$ cat src/rtl/matmul_pkg.sv
// rtl/matmul_pkg.sv - shared state encoding, dimension record and default widths for the matmul sequencer
package matmul_pkg;

   localparam int DIM_W_DEF     = 4;
   localparam int DATA_W_DEF    = 4;
   localparam int ACC_W_DEF     = 32;
   localparam int MAX_ELEMS_DEF = 8;

   typedef enum logic [2:0] {IDLE, CHECK, RUN, DRAIN, DONE, ERR} seq_state_t;

   typedef struct packed {
      logic [DIM_W_DEF-1:0] r1;
      logic [DIM_W_DEF-1:0] c1;
      logic [DIM_W_DEF-1:0] r2;
      logic [DIM_W_DEF-1:0] c2;
   } dims_t;

endpackage

$ cat src/rtl/matmul_idx_counter.sv
// rtl/matmul_idx_counter.sv - nested i/j/k loop counter with terminal count and operand/result address generation
module matmul_idx_counter
   import matmul_pkg::*;
#(
   parameter int DIM_W  = DIM_W_DEF,
   parameter int ADDR_W = 3
) (
   input  logic              CLK,
   input  logic              RST,
   input  logic              clear,
   input  logic              advance,
   input  logic [DIM_W-1:0]  r1,
   input  logic [DIM_W-1:0]  c1,
   input  logic [DIM_W-1:0]  c2,
   output logic [ADDR_W-1:0] a_addr,
   output logic [ADDR_W-1:0] b_addr,
   output logic [ADDR_W-1:0] res_addr,
   output logic              first_k,
   output logic              last_k,
   output logic              last
);

   localparam int AW = ADDR_W + DIM_W;

   logic [DIM_W-1:0] i, j, k;
   logic             i_end, j_end;

   assign first_k = (k == '0);
   assign last_k  = (k == c1 - DIM_W'(1));
   assign j_end   = (j == c2 - DIM_W'(1));
   assign i_end   = (i == r1 - DIM_W'(1));
   assign last    = i_end && j_end && last_k;

   // Full-width products, truncated only at the port; valid dims keep them in range.
   assign a_addr   = ADDR_W'(AW'(i) * AW'(c1) + AW'(k));
   assign b_addr   = ADDR_W'(AW'(k) * AW'(c2) + AW'(j));
   assign res_addr = ADDR_W'(AW'(i) * AW'(c2) + AW'(j));

   always_ff @(posedge CLK) begin
      if (RST || clear) begin
         i <= '0;
         j <= '0;
         k <= '0;
      end else if (advance) begin
         if (last_k) begin
            k <= '0;
            if (j_end) begin
               j <= '0;
               i <= i_end ? '0 : i + DIM_W'(1);
            end else begin
               j <= j + DIM_W'(1);
            end
         end else begin
            k <= k + DIM_W'(1);
         end
      end
   end

endmodule

$ cat src/rtl/matmul_sequencer.sv
// rtl/matmul_sequencer.sv - validates matrix dims, walks i/j/k, accumulates products and writes results
// Optional cycle_cnt output enabled by MATMUL_SEQ_CYCLE_CNT_EN.
module matmul_sequencer
   import matmul_pkg::*;
#(
   parameter int DIM_W     = DIM_W_DEF,
   parameter int DATA_W    = DATA_W_DEF,
   parameter int ACC_W     = ACC_W_DEF,
   parameter int MAX_ELEMS = MAX_ELEMS_DEF,
   parameter int ADDR_W    = 3
) (
   input  logic              CLK,
   input  logic              RST,
   input  logic              start,
   input  logic [DIM_W-1:0]  r1,
   input  logic [DIM_W-1:0]  c1,
   input  logic [DIM_W-1:0]  r2,
   input  logic [DIM_W-1:0]  c2,
   output logic [ADDR_W-1:0] a_addr,
   output logic [ADDR_W-1:0] b_addr,
   output logic              rd_en,
   input  logic [DATA_W-1:0] a_data,
   input  logic [DATA_W-1:0] b_data,
   output logic [ADDR_W-1:0] res_addr,
   output logic [ACC_W-1:0]  res_data,
   output logic              res_we,
   output logic              busy,
   output logic              done,
   output logic              err
`ifdef MATMUL_SEQ_CYCLE_CNT_EN
   ,
   output logic [15:0]       cycle_cnt
`endif
);

   localparam logic [2*DIM_W-1:0] MAX_SZ = (2*DIM_W)'(MAX_ELEMS);

   function automatic logic [2*DIM_W-1:0] dim_prod(input logic [DIM_W-1:0] x, input logic [DIM_W-1:0] y);
      return (2*DIM_W)'(x) * (2*DIM_W)'(y);
   endfunction

   seq_state_t        state;
   dims_t             d;
   logic [ADDR_W-1:0] issue_res_addr, ret_addr;
   logic              first_k, last_k, last_issue;
   logic              ret_valid, ret_first, ret_last;
   logic [ACC_W-1:0]  acc, prod, acc_next;
   logic              dims_bad;

   matmul_idx_counter #(.DIM_W(DIM_W), .ADDR_W(ADDR_W)) u_idx (
      .CLK      (CLK),
      .RST      (RST),
      .clear    (state == CHECK),
      .advance  (state == RUN),
      .r1       (d.r1),
      .c1       (d.c1),
      .c2       (d.c2),
      .a_addr   (a_addr),
      .b_addr   (b_addr),
      .res_addr (issue_res_addr),
      .first_k  (first_k),
      .last_k   (last_k),
      .last     (last_issue)
   );

   assign dims_bad = (d.r1 == '0) || (d.c1 == '0) || (d.r2 == '0) || (d.c2 == '0) ||
                     (d.c1 != d.r2) ||
                     (dim_prod(d.r1, d.c1) > MAX_SZ) ||
                     (dim_prod(d.r2, d.c2) > MAX_SZ) ||
                     (dim_prod(d.r1, d.c2) > MAX_SZ);

   assign prod     = ACC_W'(a_data) * ACC_W'(b_data);
   assign acc_next = ret_first ? prod : acc + prod;

   always_ff @(posedge CLK) begin
      if (RST) begin
         state     <= IDLE;
         d         <= '0;
         rd_en     <= 1'b0;
         res_we    <= 1'b0;
         res_data  <= '0;
         res_addr  <= '0;
         busy      <= 1'b0;
         done      <= 1'b0;
         err       <= 1'b0;
         acc       <= '0;
         ret_valid <= 1'b0;
         ret_first <= 1'b0;
         ret_last  <= 1'b0;
         ret_addr  <= '0;
`ifdef MATMUL_SEQ_CYCLE_CNT_EN
         cycle_cnt <= '0;
`endif
      end else begin
         res_we <= 1'b0;
         done   <= 1'b0;

         // Loop flags travel one cycle behind the issue so they line up with returned data.
         ret_valid <= rd_en;
         ret_first <= first_k;
         ret_last  <= last_k;
         ret_addr  <= issue_res_addr;

         if (ret_valid) begin
            acc <= acc_next;
            if (ret_last) begin
               res_we   <= 1'b1;
               res_data <= acc_next;
               res_addr <= ret_addr;
            end
         end

`ifdef MATMUL_SEQ_CYCLE_CNT_EN
         if (busy && cycle_cnt != 16'hFFFF)
            cycle_cnt <= cycle_cnt + 16'd1;
`endif

         case (state)
            IDLE: begin
               if (start) begin
                  d     <= {r1, c1, r2, c2};
                  err   <= 1'b0;
                  busy  <= 1'b1;
                  state <= CHECK;
`ifdef MATMUL_SEQ_CYCLE_CNT_EN
                  cycle_cnt <= '0;
`endif
               end
            end
            CHECK: begin
               if (dims_bad) begin
                  err   <= 1'b1;
                  busy  <= 1'b0;
                  state <= ERR;
               end else begin
                  rd_en <= 1'b1;
                  state <= RUN;
               end
            end
            RUN: begin
               if (last_issue) begin
                  rd_en <= 1'b0;
                  state <= DRAIN;
               end
            end
            DRAIN: begin
               // The final write is the one with no return still in flight behind it.
               if (res_we && !ret_valid) begin
                  done  <= 1'b1;
                  state <= DONE;
               end
            end
            DONE: begin
               busy  <= 1'b0;
               state <= IDLE;
            end
            ERR:     state <= IDLE;
            default: state <= IDLE;
         endcase
      end
   end

endmodule

$ cat config.mk
export PLATFORM = sky130hd
export DESIGN_NAME = matmul_sequencer
export DESIGN_NICKNAME = d
export VERILOG_FILES = /design/src/rtl/matmul_pkg.sv /design/src/rtl/matmul_idx_counter.sv /design/src/rtl/matmul_sequencer.sv
export SDC_FILE = /design/constraint.sdc
export NUM_CORES = 1
export LEC_CHECK = 0
export ABC_AREA = 1
export BUFFER_PORTS_ARGS = -buffer_cell sky130_fd_sc_hd__buf_4
export CAP_MARGIN = 30
export CORE_UTILIZATION = 61
export DETAILED_ROUTE_END_ITERATION = 8
export PLACE_DENSITY = 0.82
export SYNTH_ARGS = -nofsm -noshare
export SYNTH_HDL_FRONTEND = slang
export SYNTH_SLANG_ARGS = --single-unit
$ cat constraint.sdc
create_clock -name CLK -period 4.4 [get_ports CLK]
set_input_delay 0 -clock CLK [delete_from_list [all_inputs] [get_ports CLK]]
set_output_delay 0 -clock CLK [all_outputs]
set_load 0.02 [all_outputs]
# Yosys cells after proc, flatten, opt, wreduce, memory -nomap -nowiden
# Cells that the tools add are included.
# word_totals
register_bits	109
word_cells	106
inputBits	27
# op_classes
n_eq_ne	13
mux	20
n_reduce_logical	31
n_addsub	10
multipliers	7
n_lt_le_gt_ge	3
bitwise	2
# op_table
cell	count
$add 32x8->32	1
$mul 4x4->8	4
$mux 32	1
$gt 8x4->1 const B	3
$logic_not 4->1	5
$reduce_and 3->1	5
$add 4x1->4 const B	3
$eq 4x4->1	3
$mul 4x4->3	3
$mux 3	4
$mux 4	3
$pmux 3 s4	1
$sub 4x1->4 const B	3
$ne 2x2->1 const B	5
$add 3x3->3	3
$logic_or 1x1->1	8
$mux 1	8
$eq 3x2->1 const B	2
$reduce_and 2->1	3
$ne 4x4->1	1
$pmux 1 s2	2
$reduce_bool 2->1	2
$reduce_or 2->1	2
$eq 3x1->1 const B	1
other kinds (7)	10

# Longest topological paths before layout
# logic_depth
ltp_word	10
depth_mapped	23

# By module
# From an unflattened synthesis, not the netlist that was laid out.
# unflattened
cells_unflattened	1212
hier_area_um2	8169.1
# by_module_without_submodules
module	area_per_inst_um2	n_inst	cells_per_inst	seq_area_each_um2
matmul_sequencer	6720.2	1	987	1941.9
matmul_idx_counter	1448.9	1	225	240.2

# Worst setup path before layout
# Ideal clock, no wire load.
# synth_timing
path_type	input to register
start	in a_data[0]
end	reg acc[27]
path_stages	21
setup_slack_ps	989
required_time_ps	4274
arrival_time_ps	3285
path_cell_list	nand2_1 > fa_1 > inv_1 > fa_1 > fa_1 > nand2_1 > nand2_1 > a21oi_1 > xnor2_1 > ha_1 > nand2_1 > nor3_1 > nand2_1 > nand3_1 > nand2_1 > nand2_4 > nand3_2 > nor2_1 > nand2_1 > nand3_1 > a21oi_1
# synth_between
elab_chain_cells	3
# synth_lines
element	line_no	text
start: declaration	matmul_sequencer.sv:22	input logic [DATA_W-1:0] a_data,
$mul 4x4->8	matmul_sequencer.sv:72	assign prod = ACC_W'(a_data) * ACC_W'(b_data);
$add 32x8->32	matmul_sequencer.sv:73	assign acc_next = ret_first ? prod : acc + prod;
$mux 32	matmul_sequencer.sv:73	
end signal: assignment	matmul_sequencer.sv:105	acc <= acc_next;
end: declaration	matmul_sequencer.sv:47	logic [ACC_W-1:0] acc, prod, acc_next;
# No other way between the ends.
# A chain may end at the register's enable or synchronous reset.

# Worst setup path after layout
# layout_timing
start	in a_data[0]
end	reg res_data[26]
# layout_between
elab_chain_cells	3
# layout_lines
element	line_no	text
$mul 4x4->8	matmul_sequencer.sv:72	
$add 32x8->32	matmul_sequencer.sv:73	
$mux 32	matmul_sequencer.sv:73	
end signal: assignment	matmul_sequencer.sv:108	res_data <= acc_next;
end: declaration	matmul_sequencer.sv:25	output logic [ACC_W-1:0] res_data,
# No other way between the ends.

==> reports/qor.csv <==
stage;metric;value;unit
status;outcome;finished, final reports clean;
global_routing;grt_pass1_vias;7121;
placed_design;preCtsSetupSlack;544.2;ps
floorplanning;initial_core_util;63.25;%
synthesis;ys_seq_area_share;27.12;%
clock_tree;cts.sinks;109;
final_layout;layout_common_cells;nand2_1, inv_1, dfxtp_1;
route;first_pass_iters;5;
worst_hold_path;worst_hold_path_type;in2reg;
floorplanning;die_w;116.9;um
worst_setup_path;rrSetupSlack;930;ps
synthesis;yosysTopAreaCellShare;27.12;%
synthesis;ys_types;46;
run;drv_cap;0;
clock_tree;cts-buffers-inserted;9;
synthesis;syn_avg_cell_area;6.836;um2
synthesis;synthesis.nets;1299;
worst_setup_path;required;4680;ps
synthesis;syn_area;8046;um2
route;finalWirelength;19.22;mm
power;cellPowerDensity;274.0;nW/um2
power;vdd_drop_max;0.2111;mV
power;p_leak;4.838;nW
worst_hold_path;hold-path-cell-count;2;
worst_setup_path;start_kind;input port;
worst_setup_path;end_kind;flop;
final_layout;final-instance-count-excl-fill;1413;
global_routing;grt_usage;30.35;%
power;p_sw_share;32.09;%
placed_design;dpl.hpwl;14.25;mm
worst_setup_path;rr_startpoint;d[11]$_SDFFE_PP0P_;
floorplanning;die_area;13650;um2
clock_tree;root_buffer;clkbuf_16;
route;ant_nets;0;
clock_tree;clkTransAtPathRegs;70;ps
sta;finalCritPeriodShare;79.66;%
sta;worst_slack;895.0;ps
sta;setup-violations-final;0;
final_layout;syn_to_final_growth;13.02;%
placed_design;dp_cells;1380;
final_layout;antenna_cells;0;
power;p_int;1.692;mW
route;drtIter0Drc;581;
global_routing;grt_pass1_wl;32.75;mm
floorplanning;fp.coreArea;12720;um2
clock_tree;insertion_delay;360;ps
final_layout;design_area;9094;um2
clock_tree;clk_path_buf_depth;2;
final_layout;final_common_cell;nand2_1;
route;via_per_inst;5.408;
worst_setup_path;path_max_fanout;10;
clock_tree;htree_levels;3;
placed_design;dpl_cell_area;8615;um2
worst_setup_path;r2r-end;busy$_SDFFE_PP0P_;
worst_hold_path;min-delay-start;RST;
synthesis;synth-main-ff-cell;dfxtp_1;
floorplanning;ios;73;
sta;tightest_slew;825.4;ps
sta;max_freq;0.2853;GHz
sta;hold_ws;27.44;ps
global_routing;overflow;0;
power;combPwrFrac;23.1;%
sta;drv_slew;0;
power;clkPwrFrac;33.2;%
final_layout;num-fill-cells;1093;
worst_setup_path;cp.arrival;3790;ps
clock_tree;cts_tree;built;
sta;clock_skew;10.59;ps
synthesis;ys_warn_count;0;
synthesis;synth_edf_count;0;
placed_design;io_buffers;72;
sta;rsz0062_at_grt;no;
power;power_switching;0.7994;mW
synthesis;ys_ff_latch;109;
final_layout;nets;1358;
worst_setup_path;reg2regPathDepth;19;
global_routing;antenna_found_initial;0;
worst_hold_path;min_to;ret_last$_SDFF_PP0_;
sta;hold_viol;0;
route;wire_per_inst;13.61;um
route;drc_errors;0;
synthesis;synth_cells;1177;
power;sequentialPowerShare;43.7;%
global_routing;grt_max_degree;62;
sta;period_needed;3505;ps
final_layout;drive_gt1_share;10.07;%
final_layout;utilization;71.48;%
clock_tree;cts-resized-gates;0;
power;power;2.492;mW
synthesis;synthArstFlopShare;0;%
synthesis;yosys-top-cells-area;dfxtp_1, nand2_1, ha_1;
floorplanning;row_count;41;
sta;slew_headroom;44.91;%
sta;final.setup.tns;0;ps
floorplanning;fp.dieH;116.9;um
route;num_vias;7641;
synthesis;yosys.area.top_type;dfxtp_1;
worst_setup_path;path_class;in2reg;
placed_design;finalWeightedCongestion;0.9358;
[registers in the layout (all words and copies together) (netlist names)]
name and flops:
u_idx.k 4, done 1, acc 32, busy 1, ret_first 1, err 1
res_we 1, u_idx.i 4, u_idx.j 4, d 16, ret_last 1, rd_en 1
ret_valid 1, res_data 32, ret_addr 3, res_addr 3, state 3
[cells by family after synthesis]
family | after synthesis | synth area share [%]
fa+ha+maj | 95 | 16.36
buf+inv | 238 | 11.80
simple gates | 474 | 25.63
xor+xnor | 38 | 4.136
mux | 1 | 0.1244
compound gates | 222 | 14.83
flops | 109 | 27.12
[per-layer routing]
| metal | part of all wire (%) | track usage (%) | vias up |
|---|---|---|---|
| met5 | 0 | 0 | - |
| met4 | 2.1 | 9.367 | 0 |
| met3 | 5.2 | 5.046 | 35 |
| met2 | 46 | 50.18 | 212 |
| met1 | 47 | 40.71 | 3521 |
| li1 | - | - | 3873 |
[cell type report]
type / instances / area [um2] / area share (%)
Clock buffer: 12 / 236.5 / 2.600
Clock inverter: 4 / 55.05 / 0.6054
Inverter: 191 / 716.9 / 7.884
Multi-Input combinational cell: 830 / 4915 / 54.05
Sequential cell: 109 / 2182 / 24.00
Tap cell: 172 / 215.2 / 2.367
Timing Repair Buffer: 95 / 773.2 / 8.503
[what timing repair did]
action | in CTS | in global routing
hold endpoints to repair | 16 | 0
hold buffers | 16 | 0
setup endpoints to repair | 0 | 0
buffers inserted | 0 | 0
[synthesized netlist by cell type, types with 2 or more instances]
| cell type | count |
|---|---|
| a211oi_1 | 2 |
| xor2_1 | 12 |
| clkbuf_1 | 26 |
| buf_6 | 2 |
| nor2_4 | 2 |
| or2_2 | 5 |
| nand2_4 | 2 |
| buf_2 | 13 |
| nor2_2 | 4 |
| o211ai_1 | 5 |
| o21bai_2 | 2 |
| clkinv_1 | 2 |
| o21ai_1 | 2 |
| nand3_1 | 51 |
| a21boi_0 | 2 |
| nor2_1 | 93 |
| fa_1 | 17 |
| xnor2_1 | 26 |
| buf_4 | 4 |
| nand3_2 | 6 |
| nor4_1 | 4 |
| dfxtp_1 | 109 |
| nand4_1 | 16 |
| inv_1 | 183 |
| nor3_1 | 14 |
| ha_1 | 78 |
| nand2_1 | 267 |
| a21o_1 | 4 |
| a31oi_1 | 3 |
| o21bai_1 | 5 |
| a21oi_1 | 93 |
| o21ai_0 | 100 |
| nand3b_1 | 4 |
| inv_2 | 6 |
| dlygate4sd1_1 | 2 |
[worst max-delay path, cell delays in order]
cell     delay [ps]
buf_4           100
nand2_1          70
fa_1            540
inv_1            60
fa_1            420
ha_1            370
nand2_1          80
nand2_1          80
a31oi_1          50
or2_2           280
nand2_1          60
inv_1            50
ha_1            360
nand2_1          70
inv_1            80
nand4_2         130
o21ai_4         350
nand3_2         180
o21ai_1         170
nand3_1         110
a21oi_1         180
[power by group through the flow]
stage,logic (mW),registers (mW),clock network (mW)
final,0.576,1.09,0.827
after global routing,0.660,1.09,0.869
after CTS,0.562,1.09,0.834
after detailed placement,0.546,1.11,0
after global placement,0.531,1.11,0
after floorplan,0.452,1.06,0
[how the worst max path moves through the flow]
stage | startpoint | end | slack, ps
after floorplan | a_data[0] | acc[27]$_SDFFE_PP0P_ | 990
after global routing | d[11]$_SDFFE_PP0P_ | busy$_SDFFE_PP0P_ | 560
final | a_data[0] | res_data[26]$_SDFFE_PP0P_ | 900
after global placement | a_data[0] | res_data[27]$_SDFFE_PP0P_ | 630
after CTS | d[11]$_SDFFE_PP0P_ | busy$_SDFFE_PP0P_ | 900
after detailed placement | a_data[0] | res_data[27]$_SDFFE_PP0P_ | 540
(Power assumes the default switching activity.)
